**src/rtl/hazard_ctrl.sv**
```systemverilog
// hazard_ctrl: pipeline hazard and stall controller for the 5-stage RV32I core.
// It drives the enable and flush controls of the PC and the four inter-stage
// registers. It handles three kinds of hazard:
//   - load-use: stall the front end for one cycle and insert a bubble,
//   - taken redirect: flush IF/ID and ID/EX,
//   - multi-cycle data-memory access: freeze the pipe, with a timeout watchdog.
// Optional build macro HAZARD_PERF_EN adds the stall and flush event counters.
module hazard_ctrl #(
  parameter int MEM_TIMEOUT = 255,
  parameter int CNT_W       = 16
) (
  input  logic       clk,
  input  logic       rst,
  input  logic [4:0] id_rs1,
  input  logic [4:0] id_rs2,
  input  logic       id_use_rs1,
  input  logic       id_use_rs2,
  input  logic [4:0] ex_rd,
  input  logic       ex_is_load,
  input  logic       ex_redirect,
  input  logic       mem_req,
  input  logic       mem_ready,
  output logic       pc_en,
  output logic       if_id_en,
  output logic       id_ex_en,
  output logic       ex_mem_en,
  output logic       mem_wb_en,
  output logic       if_id_flush,
  output logic       id_ex_flush,
  output logic       mem_wb_flush,
  output logic       mem_err
`ifdef HAZARD_PERF_EN
  ,
  output logic [31:0] perf_stall_cycles,
  output logic [31:0] perf_flush_events
`endif
);

  typedef enum logic {RUN, MEM_WAIT} state_t;

  localparam logic [CNT_W-1:0] CNT_MAX = '1;
  localparam logic [CNT_W-1:0] TIMEOUT = CNT_W'(MEM_TIMEOUT);

  state_t           state, state_nxt;
  logic [CNT_W-1:0] wait_cnt;
  logic [CNT_W-1:0] cnt_inc;
  logic             wait_now;
  logic             load_use;

  // The memory stall depends only on the current request. It therefore
  // covers the first wait cycle, while the state is still RUN.
  assign wait_now = mem_req & ~mem_ready;

  // x0 is hard-wired to zero, so a match on it is never a real dependency.
  assign load_use = ex_is_load && (ex_rd != 5'd0) &&
                    ((id_use_rs1 && (id_rs1 == ex_rd)) ||
                     (id_use_rs2 && (id_rs2 == ex_rd)));

  // The next count saturates so that a long wait cannot wrap back below the timeout.
  assign cnt_inc = (wait_cnt == CNT_MAX) ? wait_cnt : wait_cnt + 1'b1;

  // Prioritised control decode (memory > redirect > load-use) and FSM next state.
  always_comb begin
    // NOTE: every output gets a default first, so no path can infer a latch.
    pc_en        = 1'b1;
    if_id_en     = 1'b1;
    id_ex_en     = 1'b1;
    ex_mem_en    = 1'b1;
    mem_wb_en    = 1'b1;
    if_id_flush  = 1'b0;
    id_ex_flush  = 1'b0;
    mem_wb_flush = 1'b0;
    state_nxt    = state;

    if (!rst) begin
      pc_en     = 1'b0;
      if_id_en  = 1'b0;
      id_ex_en  = 1'b0;
      ex_mem_en = 1'b0;
      mem_wb_en = 1'b0;
    end else if (wait_now) begin
      // Freeze everything up to EX. The bubble into WB stops the MEM
      // instruction from retiring twice.
      pc_en        = 1'b0;
      if_id_en     = 1'b0;
      id_ex_en     = 1'b0;
      ex_mem_en    = 1'b0;
      mem_wb_flush = 1'b1;
    end else if (ex_redirect) begin
      if_id_flush = 1'b1;
      id_ex_flush = 1'b1;
    end else if (load_use) begin
      pc_en       = 1'b0;
      if_id_en    = 1'b0;
      id_ex_flush = 1'b1;
    end

    case (state)
      RUN:      if (wait_now)  state_nxt = MEM_WAIT;
      MEM_WAIT: if (mem_ready) state_nxt = RUN;
      default:  state_nxt = RUN;
    endcase
  end

  // FSM state register.
  always_ff @(posedge clk or negedge rst) begin
    // NOTE: sequential state uses non-blocking assignments only. All flops
    // then sample their inputs before any of them update.
    if (!rst) state <= RUN;
    else      state <= state_nxt;
  end

  // Wait counter: counts stalled cycles and clears when no wait is outstanding.
  always_ff @(posedge clk or negedge rst) begin
    if (!rst)                            wait_cnt <= '0;
    else if (wait_now)                   wait_cnt <= cnt_inc;
    else if (state == RUN || mem_ready)  wait_cnt <= '0;
  end

  // Sticky timeout flag. It sets on the edge where the count reaches the limit.
  always_ff @(posedge clk or negedge rst) begin
    if (!rst)                                mem_err <= 1'b0;
    else if (wait_now && cnt_inc >= TIMEOUT) mem_err <= 1'b1;
  end

`ifdef HAZARD_PERF_EN
  // Event counters. They count only the hazard actually applied after priority resolution.
  always_ff @(posedge clk or negedge rst) begin
    if (!rst) begin
      perf_stall_cycles <= '0;
      perf_flush_events <= '0;
    end else begin
      if (wait_now || (!ex_redirect && load_use))
        perf_stall_cycles <= perf_stall_cycles + 32'd1;
      if (!wait_now && ex_redirect)
        perf_flush_events <= perf_flush_events + 32'd1;
    end
  end
`endif

endmodule

```
**config.mk**
```make
export PLATFORM = sky130hd
export DESIGN_NAME = hazard_ctrl
export DESIGN_NICKNAME = d
export VERILOG_FILES = /design/src/rtl/hazard_ctrl.sv
export SDC_FILE = /design/constraint.sdc
export NUM_CORES = 1
export LEC_CHECK = 0
export ABC_AREA = 1
export CAP_MARGIN = 20
export CORE_ASPECT_RATIO = 0.6
export CORE_MARGIN = 1
export CORE_UTILIZATION = 50
export DETAILED_ROUTE_END_ITERATION = 6
export GPL_TIMING_DRIVEN = 1
export PLACE_DENSITY_LB_ADDON = 0.3
export SYNTH_ARGS = -nofsm -noshare
export SYNTH_HDL_FRONTEND = slang
export SYNTH_SLANG_ARGS = --single-unit
export TNS_END_PERCENT = 100
```
**constraint.sdc**
```tcl
create_clock -name clk -period 1.8 [get_ports clk]
set_input_delay 0.36 -clock clk [delete_from_list [all_inputs] [get_ports clk]]
set_output_delay 0.36 -clock clk [all_outputs]
set_load 0.005 [all_outputs]
```
==> results.md <==
- Fmax achieved: around 550 MHz
- Worst Path Required: between 1.5 and 2 ns
- Post-synth net total: around 250
- Layout area overhead: 39.65%
- Routed wire per std cell: 15.30 um
- CP Class: flip-flop to flip-flop
- Post-Syn Instances: 225
- Number of global-route vias before repair: 1,455
- DRC: 0
- Leak pwr: approximately 0.0010 uW
- Core footprint: approximately 0.0026 mm2
- Post-Syn Area: about 0.0015 mm2
- Final hold violations: 0
- Worst path slowest cell: dfrtp_1
- Final design utilization: a little under 80%
- Worst skew pair latency: about 0.26 ns
- Slowest Stage Delay on Critical Path: 0.37 ns
- CTS Buffer Depth: 2
- Die H: about 44 um
- Crit-path max FO: 6
- GRT Total Usage: 29.82%
- Avg Vias per Cell: between 5 and 6
- Die X: between 70 and 80 um
- Pre-antenna DRT Iters: 7
- Yosys warnings: 0
- Final WL: about 4600 um
- Rows: 14
- CP arrival: roughly 2.0 ns
- Fillers: about 210
- Overflow left after global routing: 0
- Outcome: finished with violations
- Cell mode on critical path: nand3_2
- Final worst path period share: 100.3%
- Final RePlAce weighted congestion: slightly below 0.9
- RSZ-0062 raised after global routing: true
- Failing checks: setup timing
- Crit-path cells: ha_2 > nand2_4 > nor2_4 > nand2_4 > nor2_4 > nand3_2 > nand2_2 > nand3_2 > nor2_2 > nand3_2 > nand2_1 > nand2_1
- Dpl hpwl: roughly 3200 um
- # H-tree levels: 1
- Pre-CTS WS: -0.6784 ns
- FF+latch count, synth: 18
- CTS hold repair buffers: 0
- IR drop worst, VDD: between 0.4 and 0.5 mV
- DR iter-0 viols: 130
- Clock sink total: 18
- DR vias: approximately 1,700
- Worst Reg-to-Reg Cells: 12
- First-pass GRT wire length: 6941 um
- Crit path launch type: flip-flop
- Final Max Tran Viols: 0
- Clock Root Buffer: clkbuf_8
- Worst Tran Pin Value: about 0.29 ns
- Ant. Diodes: 0
- Layout cell share with drive strength beyond 1: about 27%
- Clock transition at the registers of the reported paths: about 0.070 ns
- Critical path buffers and inverters: 0
- Tmin final: 1.805 ns
- Final ANT Viol Nets: 0
- Initial antenna violation count: 0
- Crit end category: flip-flop
- Max-cap violations: 0
- Post-synthesis cell type count: 26
- Setup violators final: 1
- Syn avg cell area: about 6.5 um2
- Pwr Total: roughly 950 uW
- I/O pin cnt: 32
- Nets@finish: 296
- Post-synthesis sequential area ratio: a little under a third
- Max_slew headroom: 80.87%
- Pin count of the biggest net entering global routing: 19
- WP depth: 12
- PD cells: between 400 and 500 mW/mm2
- CTS tree: yes
- Delay-heaviest family, CP: simple AND/OR/NAND/NOR gates
- Die Area: between 0.003 and 0.004 mm2
- Initial Util: 55.24%
- Final setup margin: -0.005251 ns
- HP Class: input pin to asynchronous set/reset pin
- Reg2reg start: wait_cnt[1]
- Clock skew: ~0.0055 ns
- Crit path launch: wait_cnt[1]
- Inserted Clock Buffers: 3
- PortBufs: 31
## stage by stage
stage | cells | TNS [ns] | hold slack (ns) | cell area, um2
final | 303 | -0.005251 | 0.3617 | 2027
after global routing | 303 | -0.1888 | 0.3801 | 2027
after CTS | 301 | 0 | 0.3729 | 1953
after detailed placement | 294 | -3.590 | 0.4530 | 1854
after global placement | 294 | -3.627 | 0.4495 | 1854
after floorplan | 225 | 0 | 0.06441 | 1451
## area by class of cell
type / instances / area [um2] / area share (%)
clock buffer: 4 / 55.05 / 2.716
inverter: 33 / 127.6 / 6.296
multi-input combinational: 169 / 955.9 / 47.16
sequential: 18 / 450.4 / 22.22
tap: 32 / 40.04 / 1.975
timing repair buffer: 47 / 397.9 / 19.63
## where the power goes
part | internal, uW | total (uW) | leakage [uW] | switching, uW
clock | 195 | 342 | 0.0000288 | 147
combinational | 95.9 | 196 | 0.000766 | 100
sequential | 409 | 412 | 0.000243 | 3.21
total | 700 | 950 | 0.00104 | 250
## sequential cells by signal, summed over array words and instances (netlist names)
| name | cells |
|---|---|
| wait_cnt | 16 |
| state | 1 |
| mem_err | 1 |
## metal layers
layer | track usage [%] | share of wire, %
met1 | 45.57 | 47
met2 | 45.33 | 43
met3 | 5.581 | 8.8
met4 | 3.529 | 1.7
met5 | 0 | 0
## synthesized netlist by cell type
cell      count  area [um2]
nand4_1       6       37.54
nand3_1      18       90.09
o22ai_1      12       75.07
o21ai_0      11       55.05
clkinv_2      1       5.000
nand2_4       2       22.52
nor2_1       20       75.07
nor3_1        1       5.000
nor2_4        3       33.78
buf_4         3       22.52
o41ai_1       1       8.760
or2_2         2       12.51
ha_1          1       12.51
nor2_2        4       25.02
nand2_2       3       18.77
dfrtp_1      18       450.4
o21ai_1       2       10.01
inv_2         1       3.750
inv_1        31       116.4
a211oi_1      1       7.510
nand2_1      70       262.8
clkbuf_1      2       7.510
nor2_8        1       20.02
a21oi_1       6       30.03
xnor2_1       4       35.03
xor2_1        1       8.760
## final timing paths
path	end	slack, ns
min in group clk	mem_err	0.47
hold / removal	wait_cnt[6]	0.36
max in group asynchronous	wait_cnt[1]	1.23
setup reg to reg	mem_err	-0.005
setup / recovery	mem_err	-0.005
hold reg to reg	mem_err	0.47
## cells in the final DEF, fill, tap and decap left out, types with 2 or more instances in the layout
master / netlist / final
clkbuf_2: 0 / 3
o21ai_0: 11 / 10
nand2_4: 2 / 3
dlygate4sd2_1: 0 / 16
nor2_2: 4 / 4
inv_2: 1 / 6
a21oi_1: 6 / 5
nor2_1: 20 / 18
inv_1: 31 / 25
o22ai_1: 12 / 10
nand4_1: 6 / 6
buf_2: 0 / 3
xnor2_1: 4 / 4
o21ai_1: 2 / 2
buf_4: 3 / 15
nor2_4: 3 / 5
nand3_2: 0 / 4
dfrtp_1: 18 / 18
buf_6: 0 / 2
nand2_2: 3 / 10
clkbuf_8: 0 / 4
nand3_1: 18 / 14
clkdlybuf4s50_1: 0 / 5
nand2_1: 70 / 62
## repair_timing
action | 4_1_cts | 5_1_grt
setup buffers | 4 | 2
hold endpoints to repair | 0 | 0
pin swaps | 17 | 24
gates resized for setup | 58 | 31
cloned | 0 | 0
setup endpoints to repair | 8 | 4
## worst register-to-register path: cells and delay by family, from the launching register on
kind	cells	cell delay (ns)
flops	1	0.37
simple gates	11	1.13
fa+ha+maj	1	0.22
## logic make-up after synthesis
kind of cell    synth area share (%)
xor+xnor                       3.017
simple gates                   41.55
buf+inv                        10.69
compound gates                 12.84
flops                          31.03
fa+ha+maj                     0.8619
Power figures use the tool's default switching activity.
